$ cat config.mk
export PLATFORM = sky130hd
export DESIGN_NAME = alu_arbiter
export DESIGN_NICKNAME = d
export VERILOG_FILES = /design/src/rtl/alu_arbiter.sv
export SDC_FILE = /design/constraint.sdc
export NUM_CORES = 1
export LEC_CHECK = 0
export CAP_MARGIN = 20
export CORE_ASPECT_RATIO = 1.5
export CORE_MARGIN = 4
export CORE_UTILIZATION = 33
export CTS_BUF_LIST = sky130_fd_sc_hd__clkbuf_4 sky130_fd_sc_hd__clkbuf_8
export CTS_CLUSTER_DIAMETER = 50
export CTS_CLUSTER_SIZE = 20
export DETAILED_ROUTE_END_ITERATION = 10
export PLACE_DENSITY = 0.89
export SLEW_MARGIN = 20
export SYNTH_ARGS = -nofsm -noshare
export SYNTH_HDL_FRONTEND = slang
export SYNTH_SLANG_ARGS = --single-unit
$ cat constraint.sdc
create_clock -name clk -period 4.6 [get_ports clk]
set_clock_uncertainty 0.15 [all_clocks]
set_input_delay 1.15 -clock clk [delete_from_list [all_inputs] [get_ports clk]]
set_output_delay 1.15 -clock clk [all_outputs]
set_load 0.01 [all_outputs]
$ cat src/rtl/alu_arbiter.sv
// Round-robin arbiter sharing one external combinational ALU among NUM_REQ
// requesters, with a one-entry tagged response register.
// Ports:
//   clk, rst              - clock, synchronous active-high reset
//   req_valid/req_ready   - per-requester handshake (bit i = requester i)
//   req_a/req_b/req_mode  - packed per-requester operands and ALU mode
//   alu_a/alu_b/alu_mode  - winner's operands driven to the shared ALU
//   alu_z                 - combinational ALU result
//   resp_valid/resp_ready - response handshake
//   resp_z/resp_id        - registered result and the requester that issued it
module alu_arbiter #(
    parameter int unsigned NUM_REQ = 4,
    parameter int unsigned ID_W    = 2   // must equal $clog2(NUM_REQ)
) (
    input  logic                 clk,
    input  logic                 rst,
    input  logic [NUM_REQ-1:0]   req_valid,
    output logic [NUM_REQ-1:0]   req_ready,
    input  logic [8*NUM_REQ-1:0] req_a,
    input  logic [8*NUM_REQ-1:0] req_b,
    input  logic [2*NUM_REQ-1:0] req_mode,
    output logic [7:0]           alu_a,
    output logic [7:0]           alu_b,
    output logic [1:0]           alu_mode,
    input  logic [7:0]           alu_z,
    output logic                 resp_valid,
    input  logic                 resp_ready,
    output logic [7:0]           resp_z,
    output logic [ID_W-1:0]      resp_id
);

    localparam int unsigned DATA_W = 8;

    typedef enum logic {
        ST_EMPTY = 1'b0,
        ST_FULL  = 1'b1
    } state_e;

    state_e            state_q, state_d;
    logic [DATA_W-1:0] resp_z_q, resp_z_d;
    logic [ID_W-1:0]   resp_id_q, resp_id_d;
    logic [ID_W-1:0]   last_grant_q, last_grant_d;

    logic              grant_found;
    logic [ID_W-1:0]   grant_idx;
    logic              can_accept;
    logic              transfer;
    int unsigned       cand;
    logic [ID_W-1:0]   cand_id;

    // Round-robin search starting just after the last granted index.
    always_comb begin
        grant_found = 1'b0;
        grant_idx   = '0;
        cand        = 0;
        cand_id     = '0;
        for (int unsigned i = 1; i <= NUM_REQ; i++) begin
            cand    = (32'(last_grant_q) + i) % NUM_REQ;
            cand_id = ID_W'(cand);
            if (!grant_found && req_valid[cand_id]) begin
                grant_found = 1'b1;
                grant_idx   = cand_id;
            end
        end
    end

    // Accept when the response slot is free or being drained; never in reset.
    always_comb begin
        can_accept = (state_q == ST_EMPTY) || resp_ready;
        transfer   = grant_found && can_accept && !rst;
        req_ready  = '0;
        if (transfer) begin
            req_ready = NUM_REQ'(1) << grant_idx;
        end
    end

    // Winner's operands onto the shared ALU; zeros when idle.
    always_comb begin
        alu_a    = '0;
        alu_b    = '0;
        alu_mode = '0;
        for (int i = 0; i < NUM_REQ; i++) begin
            if (grant_found && (grant_idx == ID_W'(i))) begin
                alu_a    = req_a[i*8 +: 8];
                alu_b    = req_b[i*8 +: 8];
                alu_mode = req_mode[i*2 +: 2];
            end
        end
    end

    // Response slot state machine and capture.
    always_comb begin
        state_d      = state_q;
        resp_z_d     = resp_z_q;
        resp_id_d    = resp_id_q;
        last_grant_d = last_grant_q;

        case (state_q)
            ST_EMPTY: begin
                if (transfer) begin
                    state_d = ST_FULL;
                end
            end
            ST_FULL: begin
                if (transfer) begin
                    state_d = ST_FULL;
                end else if (resp_ready) begin
                    state_d = ST_EMPTY;
                end
            end
            default: state_d = ST_EMPTY;
        endcase

        if (transfer) begin
            resp_z_d     = alu_z;
            resp_id_d    = grant_idx;
            last_grant_d = grant_idx;
        end
    end

    always_ff @(posedge clk) begin
        if (rst) begin
            state_q      <= ST_EMPTY;
            resp_z_q     <= '0;
            resp_id_q    <= '0;
            last_grant_q <= ID_W'(NUM_REQ - 1);
        end else begin
            state_q      <= state_d;
            resp_z_q     <= resp_z_d;
            resp_id_q    <= resp_id_d;
            last_grant_q <= last_grant_d;
        end
    end

    assign resp_valid = (state_q == ST_FULL);
    assign resp_z     = resp_z_q;
    assign resp_id    = resp_id_q;

endmodule

==> results of run 1 <==
## layer usage
| layer | GRT usage | up-vias | wire length (µm) |
|---|---|---|---|
| li1 | - | 841 | - |
| met2 | 0.426 | 90 | 2810 |
| met5 | 0 | - | 0 |
| met3 | 0.0560 | 11 | 527 |
| met1 | 0.225 | 789 | 1930 |
| met4 | 0.0812 | 0 | 111 |
## sequential cells by signal (all words and copies together), names as in the netlist
register      flops
last_grant_q      2
resp_id           2
resp_valid        1
resp_z            8
## cell usage after synthesis
cell       instances
a21oi_1           24
o2bb2ai_1         18
dfxtp_1           13
nand2b_1          12
nand2_1           11
a221oi_2          10
o21ai_0           10
a221oi_1           8
nor2_1             8
buf_6              5
buf_4              4
buf_2              3
clkbuf_1           3
inv_1              3
nor3_1             2
a211oi_1           1
a211oi_2           1
a21oi_4            1
inv_2              1
nand3_1            1
nor2_2             1
nor2_4             1
nor3b_2            1
nor4_1             1
o211a_1            1
o211ai_1           1
o221a_1            1
o221ai_1           1
o31a_1             1
## critical path, stage by stage
cell	delay (ns)
clkdlybuf4s50_1	0.42
buf_4	0.16
inv_1	0.08
o211ai_1	0.13
a21oi_4	0.27
buf_4	0.19
inv_1	0.06
nor2_1	0.11
clkdlybuf4s50_1	0.56
## where the power goes
group | internal, mW | switching (mW)
logic | 0.234 | 0.175
registers | 0.124 | 0.0102
clock network | 0.0672 | 0.0421
total | 0.426 | 0.227
## through the flow
step | util | instance area (µm²) | hold WS (ns)
finish | 0.764 | 2660 | 0.318
global route | 0.764 | 2660 | 0.344
CTS | 0.742 | 2580 | 0.327
detailed placement | 0.723 | 2520 | 0.315
global placement | 0.723 | 2520 | 0.307
floorplan | - | 1220 | 0.342
## cell type report
cell class / instances / area, µm²
Sequential cell: 13 / 260
Timing Repair Buffer: 143 / 1430
Multi-Input combinational cell: 116 / 851
Fill cell: 242 / 822
Clock buffer: 4 / 48.8
Inverter: 4 / 15.0
Tap cell: 42 / 52.6
## cells by family after synthesis
group	Yosys count	synth area share
AO/OA/AOI/OAI	78	0.519
AND/OR/NAND/NOR	38	0.163
buffers and inverters	19	0.105
flip-flops	13	0.214
## worst paths after layout
kind	start	end	cells after the start
max	req_valid[1]	req_ready[0]	9
min	resp_z[3]	resp_z[3]	2
max reg2reg	last_grant_q[0]	resp_id[0]	6
min reg2reg	resp_z[3]	resp_z[3]	2
## what timing repair did
item / CTS / global route
pin swaps: 1 / 1
buffers inserted: 2 / 1
gates resized for setup: 3 / 22
endpoints found under the setup margin: 18 / 17
==> results.yml, run 1 <==
final_layout:
  layout_common_cells: "clkdlybuf4s50_1, a21oi_1, buf_4"
  antenna_cells: 0
  stdcell_count: 322
  area_growth_pct: 119
  num-nets-final: 368
  drive_above_1_share: 0.168
  layout_commonest_cell: "clkdlybuf4s50_1"
critical_path:
  critPathRequiredTime_ns: 3.30
  cp_data_arrival_time_ns: 3.13
  cp_max_fo: 7
  critPathLaunchType: "input pin"
  r2r_slack_ns: 2.93
  criticalPathCategory: "input pin to output port"
  critPathCaptureType: "output port"
timing:
  fin_crit_sh: 0.964
  rsz0062_at_grt: "no"
  slew_headroom: 0.671
  setup-tns-final_ns: 0
  tightest_slew_ns: 0.493
  setup_violations: 0
  fmax_mhz: 226
  maxSlewViolCount: 0
  finalCriticalPeriod_ns: 4.43
  hold_viol_final: 0
  setup_ws_ns: 0.166
outcome:
  status: "complete, no violations"
synth:
  yosysSeqAreaShare: 0.214
  synthesis.area_um2: 1220
  synthCells: 148
  syn_area_per_cell_um2: 8.22
  syn-num-nets: 235
  yosysWarningCount: 0
  ys_seq_elements: 13
  synth_top_area_cell: "dfxtp_1"
  synth_top_area_share: 0.214
  synth_cell_types: 29
  ys_top_cells_by_area: "dfxtp_1, o2bb2ai_1, a221oi_2"
floorplan:
  dieArea_um2: 4740
  row_count: 26
  die_w_um: 57.6
  core_um2: 3480
  start_util: 0.349
  die_h_um: 82.4
  io_pins: 120
grt:
  grt_pass1_wl_um: 8320
  grt_usage: 0.221
  grt_max_degree: 23
  grt_pass1_vias: 1814
  antenna_found_initial: 0
  overflow: 0
drt:
  vias_per_cell: 5.38
  drt_iter0_drc: 54
  drc: 0
  firstDrtPassIters: 4
  wl_per_cell_um: 16.7
  dr_total_vias: 1731
  wirelength_um: 5380
  drtAntennaViolNets: 0
clock_tree:
  cts.clk_slew.worst_paths_ns: 0.06
  htree_levels: 1
  clkSinkCount: 13
  cts_inserted_buffers: 3
  cts_max_path_buffers: 2
  cts_root_buf: "clkbuf_8"
  cts_tree: "built"
  clkLatencyLatePin_ns: 0.24
  ctsHoldBuffers: 0
worst_hold_path:
  hp-class: "register to register"
power_and_ir_drop:
  ir_drop_uv: 230
  power.total_mw: 0.653
  powerDensity_nw_per_um2: 246
  power_leakage_nw: 1.17
run:
  cap_violations: 0
place:
  port_buffers: 119
  gp_congestion: 0.845
  dp_slack_ns: -0.286
  placed_cells: 315
  hpwlAfterDp_um: 4260
No activity file was read; power rests on OpenSTA's default activity.
==> inputs of run 2 (changes only) <==
--- a/config.mk
+++ b/config.mk
@@ -8,12 +8,11 @@
 export CAP_MARGIN = 20
 export CORE_ASPECT_RATIO = 1.5
 export CORE_MARGIN = 4
-export CORE_UTILIZATION = 33
+export CORE_UTILIZATION = 29
 export CTS_BUF_LIST = sky130_fd_sc_hd__clkbuf_4 sky130_fd_sc_hd__clkbuf_8
 export CTS_CLUSTER_DIAMETER = 50
-export CTS_CLUSTER_SIZE = 20
 export DETAILED_ROUTE_END_ITERATION = 10
-export PLACE_DENSITY = 0.89
+export PLACE_DENSITY = 0.79
 export SLEW_MARGIN = 20
 export SYNTH_ARGS = -nofsm -noshare
 export SYNTH_HDL_FRONTEND = slang
==> run 2 against run 1 <==
  * Total power rose by 0.14%
  * Die area increased by 12%
  * Combinational power about the same
  * Non-clock buffer count shrank 5
  * Via count down 2.3%
  * First-iteration DRC count is the same
  * Global-route usage decreased by 2.6 points
  * Largest power group unchanged
==> results.yml, run 2 (synthesized netlist as in run 1, its figures left out) <==
critical_path:
  cp_data_arrival_time_ns: 3.21
  criticalPathCategory: "input pin to output port"
  crit_family: "buffers and inverters"
  critPathCaptureType: "output port"
  slowest_delay_ns: 0.55
  critPathRequiredTime_ns: 3.30
  path_buf_inv: 5
  slowest_stage: "clkdlybuf4s50_1"
  cp_max_fo: 7
  critPathLaunchType: "input pin"
  path_cells: "clkdlybuf4s50_1 > buf_4 > inv_1 > o221ai_1 > a21oi_4 > buf_4 > a21oi_1 > o2bb2ai_1 > clkdlybuf4s50_1"
clock_tree:
  cts_max_path_buffers: 2
  cts_inserted_buffers: 3
  htree_levels: 1
  cts_tree: "built"
  clkSinkCount: 13
  clkLatencyLatePin_ns: 0.24
  cts.clk_slew.worst_paths_ns: 0.05
  cts_root_buf: "clkbuf_8"
floorplan:
  die_h_um: 87.3
  io_pins: 120
  row_count: 28
  dieArea_um2: 5320
  die_w_um: 60.9
  start_util: 0.305
  core_um2: 3990
final_layout:
  drive_above_1_share: 0.145
  nFillCells: 341
  layout_common_cells: "clkdlybuf4s50_1, a21oi_1, o2bb2ai_1"
  layout_commonest_cell: "clkdlybuf4s50_1"
  antenna_cells: 0
  largest_reg_flops: 8
  num-nets-final: 363
  area_growth_pct: 118
grt:
  grt_pass1_wl_um: 7980
  grt_pass1_vias: 1812
  grt_usage: 0.195
  grt_max_degree: 22
  overflow: 0
  antenna_found_initial: 0
timing:
  slew_headroom: 0.713
  setup_violations: 0
  tightest_slew_ns: 0.426
  fmax_mhz: 222
  finalCriticalPeriod_ns: 4.51
  rsz0062_at_grt: "yes"
  maxSlewViolCount: 0
  fin_crit_sh: 0.980
  hold_viol_final: 0
  setup_ws_ns: 0.0935
power_and_ir_drop:
  powerDensity_nw_per_um2: 247
  ir_drop_uv: 260
  power.total_mw: 0.654
  power_leakage_nw: 1.11
drt:
  drc: 0
  drtAntennaViolNets: 0
  firstDrtPassIters: 4
  dr_total_vias: 1691
  wirelength_um: 5310
  vias_per_cell: 5.28
  drt_iter0_drc: 54
  wl_per_cell_um: 16.6
place:
  gp_congestion: 0.758
  dp_slack_ns: -0.321
  hpwlAfterDp_um: 4170
  port_buffers: 119
outcome:
  status: "complete, no violations"
run:
  cap_violations: 0
worst_hold_path:
  hp-class: "register to register"
## run 2: worst register-to-register path: cells and delay by family, from the launching register on
| kind | cells | cell delay, ns |
|---|---|---|
| AND/OR/NAND/NOR | 1 | 0.17 |
| flip-flops | 1 | 0.43 |
| AO/OA/AOI/OAI | 3 | 0.47 |
| buffers and inverters | 2 | 0.30 |
## run 2: final timing paths
kind | slack (ns) | to | cells past startpoint | startpoint
max | 0.09 | alu_b[6] | 9 | req_valid[1]
min | 0.33 | resp_z[7] | 2 | resp_z[7]
max reg2reg | 2.96 | resp_id[0] | 6 | last_grant_q[0]
min reg2reg | 0.33 | resp_z[7] | 2 | resp_z[7]
## run 2: final cells by class
type                            count  area, µm²  area share
Inverter                            4       15.0     0.00567
Timing Repair Buffer              138       1430       0.541
Clock buffer                        4       48.8      0.0184
Multi-Input combinational cell    116        836       0.316
Tap cell                           45       56.3      0.0213
Sequential cell                    13        260      0.0983
## run 2: power breakdown
group          leakage, nW  switching, mW  internal (mW)
sequential           0.108         0.0102          0.124
clock               0.0262         0.0407         0.0671
combinational        0.973          0.171          0.240
total                 1.11          0.222          0.431
## run 2: per-layer routing
metal | wire length [µm] | GRT usage
met1 | 1840 | 0.194
met2 | 2970 | 0.381
met3 | 378 | 0.0386
met4 | 112 | 0.0651
met5 | 0 | 0
## run 2: repair_timing
action,in CTS,in global routing
hold buffers,0,0
buffers inserted,0,3
resized for setup,1,16
pin swaps,0,2
endpoints found under the setup margin,18,20
## run 2: metrics by stage
step | hold slack [ns] | utilization | TNS (ns) | cells | area, µm²
floorplan | 0.342 | - | 0 | 148 | 1220
detailed placement | 0.317 | 0.631 | -4.45 | 313 | 2520
global placement | 0.309 | 0.631 | -3.65 | 313 | 2520
global route | 0.357 | 0.663 | -0.0335 | 320 | 2650
CTS | 0.328 | 0.645 | 0 | 317 | 2570
finish | 0.325 | 0.663 | 0 | 320 | 2650
==> inputs of run 3 (changes only) <==
==> constraint.sdc (replaced) <==
create_clock -name clk -period 4.65 [get_ports clk]
set_clock_uncertainty 0.15 [all_clocks]
set_input_delay 1.1625 -clock clk [delete_from_list [all_inputs] [get_ports clk]]
set_output_delay 1.1625 -clock clk [all_outputs]
set_load 0.01 [all_outputs]
==> run 3 against run 2 <==
  * Core utilization grew 0.53 points
  * Global-route usage shrank 0.053 points
  * Critical path depth did not move
  * Hold slack lost 0.00069 ns
  * Combinational power is essentially flat
  * Setup slack better by 0.0049 ns
  * Sequential share of layout area down 0.078 points
  * Sequential power barely moved
  * Total power is 0.49% lower
  * Cell area grew 0.80%
  * Cell count up 0.94%
  * Critical endpoint is now alu_a[1]
  * Largest power group unchanged
  * Highest routed layer unchanged
==> results.yml, run 3 (synthesized netlist as in run 1, its figures left out) <==
place:
  hpwlAfterDp_um: 4190
  port_buffers: 119
  placed_area_um2: 2520
  gp_congestion: 0.766
critical_path:
  critPathLaunchType: "input pin"
  reg2reg_depth: 6
  slowest_stage: "clkdlybuf4s50_1"
  cp.depth: 9
  cp_max_fo: 8
  cp_data_arrival_time_ns: 3.24
  path_buf_inv: 4
  critPathCaptureType: "output port"
  r2r_slack_ns: 2.98
  r2r_start: "last_grant_q[0]"
  critPathRequiredTime_ns: 3.34
  reg2reg_to: "last_grant_q[0]"
  slowest_delay_ns: 0.57
  crit_family: "buffers and inverters"
  path_cells: "clkdlybuf4s50_1 > nand2b_1 > buf_4 > o211ai_1 > a21oi_4 > buf_4 > a21oi_1 > o2bb2ai_1 > clkdlybuf4s50_1"
  criticalPathCategory: "input pin to output port"
timing:
  slew_headroom: 0.713
  maxSlewViolCount: 0
  fmax_mhz: 220
  hold_viol_final: 0
  finalCriticalPeriod_ns: 4.55
  fin_crit_sh: 0.979
  tightest_slew_ns: 0.427
  setup_violations: 0
  hold_slack_ns: 0.324
drt:
  vias_per_cell: 5.26
  drtAntennaViolNets: 0
  dr_total_vias: 1698
  wirelength_um: 5280
  firstDrtPassIters: 4
  drt_iter0_drc: 53
  drc: 0
  wl_per_cell_um: 16.4
clock_tree:
  cts_inserted_buffers: 3
  clkLatencyLatePin_ns: 0.25
  cts_root_buf: "clkbuf_8"
  clkSinkCount: 13
  htree_levels: 1
  cts_tree: "built"
  cts_max_path_buffers: 2
  cts.clk_slew.worst_paths_ns: 0.05
  ctsHoldBuffers: 0
grt:
  antenna_found_initial: 0
  grt_pass1_wl_um: 7950
  grt_max_degree: 22
  grt_pass1_vias: 1733
  overflow: 0
  grt_usage: 0.195
final_layout:
  largest_reg_flops: 8
  seqCellArea_um2: 260
  num-nets-final: 366
  antenna_cells: 0
  multiInputGateArea_um2: 846
  area_growth_pct: 120
  layout_commonest_cell: "clkdlybuf4s50_1"
  drive_above_1_share: 0.162
  nFillCells: 358
  postLayoutCellArea_um2: 2670
  layout_common_cells: "clkdlybuf4s50_1, a21oi_1, o2bb2ai_1"
worst_hold_path:
  hold_end: "resp_z[5]"
  hp-class: "register to register"
  hp-start: "resp_z[5]"
  whs_path_depth: 2
floorplan:
  die_w_um: 60.9
  core_um2: 3990
  row_count: 28
  die_h_um: 87.3
  dieArea_um2: 5320
  start_util: 0.305
  io_pins: 120
run:
  cap_violations: 0
power_and_ir_drop:
  ir_drop_uv: 251
  powerDensity_nw_per_um2: 244
  power_leakage_nw: 1.11
outcome:
  status: "complete, no violations"
-- run 3: cell types whose count changed in the layout (fill, tap and decap cells not counted), sizes merged --
cell and change:
buf +3, clkdlybuf4s50 +1, dlymetal6s2s -1
-- run 3: routing by layer --
metal  routed length [µm]  track usage  vias to the layer above
met3                  402       0.0371                       13
met2                 2910        0.377                       69
met5                    0            0                        -
li1                     -            -                      836
met4                  149       0.0848                        0
met1                 1820        0.188                      780
-- run 3: report_power, final --
| part | internal [mW] | leakage [nW] | switching, mW |
|---|---|---|---|
| logic | 0.240 | 0.976 | 0.172 |
| registers | 0.123 | 0.108 | 0.00987 |
| clock network | 0.0664 | 0.0262 | 0.0401 |
| total | 0.429 | 1.11 | 0.222 |
-- run 3: how the worst max path moves through the flow --
stage            startpoint        to  slack [ns]
2_1_floorplan  req_valid[1]  alu_a[0]        1.06
3_3_place_gp   req_valid[3]  alu_a[7]       -0.24
3_5_place_dp   req_valid[3]  alu_b[0]       -0.29
4_1_cts        req_valid[1]  alu_b[0]        0.02
5_1_grt        req_valid[3]  alu_a[1]       -0.03
6_report       req_valid[3]  alu_a[1]         0.1
-- run 3: cell type report --
| class | instances | area share |
|---|---|---|
| Inverter | 4 | 0.00562 |
| Timing Repair Buffer | 141 | 0.541 |
| Clock buffer | 4 | 0.0183 |
| Sequential cell | 13 | 0.0975 |
| Tap cell | 45 | 0.0211 |
| Multi-Input combinational cell | 116 | 0.317 |
-- run 3: repair_timing --
action | 4_1_cts | 5_1_grt
buffers inserted | 0 | 5
resized for setup | 1 | 17
endpoints found under the setup margin | 18 | 17
pin swaps | 0 | 3
-- run 3: through the flow --
stage	setup WS [ns]	TNS [ns]	cells	util	total power, mW
2_1_floorplan	1.06	0	148	-	0.320
3_3_place_gp	-0.236	-3.12	314	0.630	0.537
3_5_place_dp	-0.289	-3.88	314	0.630	0.542
4_1_cts	0.0172	0	318	0.643	0.653
5_1_grt	-0.0290	-0.0790	323	0.669	0.693
6_report	0.0984	0	323	0.669	0.651
-- run 3: worst min-delay path: cells and delay by family, from the launching register on --
kind | cells | cell delay [ns]
simple gates | 1 | 0.06
compound gates | 1 | 0.06
flops | 1 | 0.31
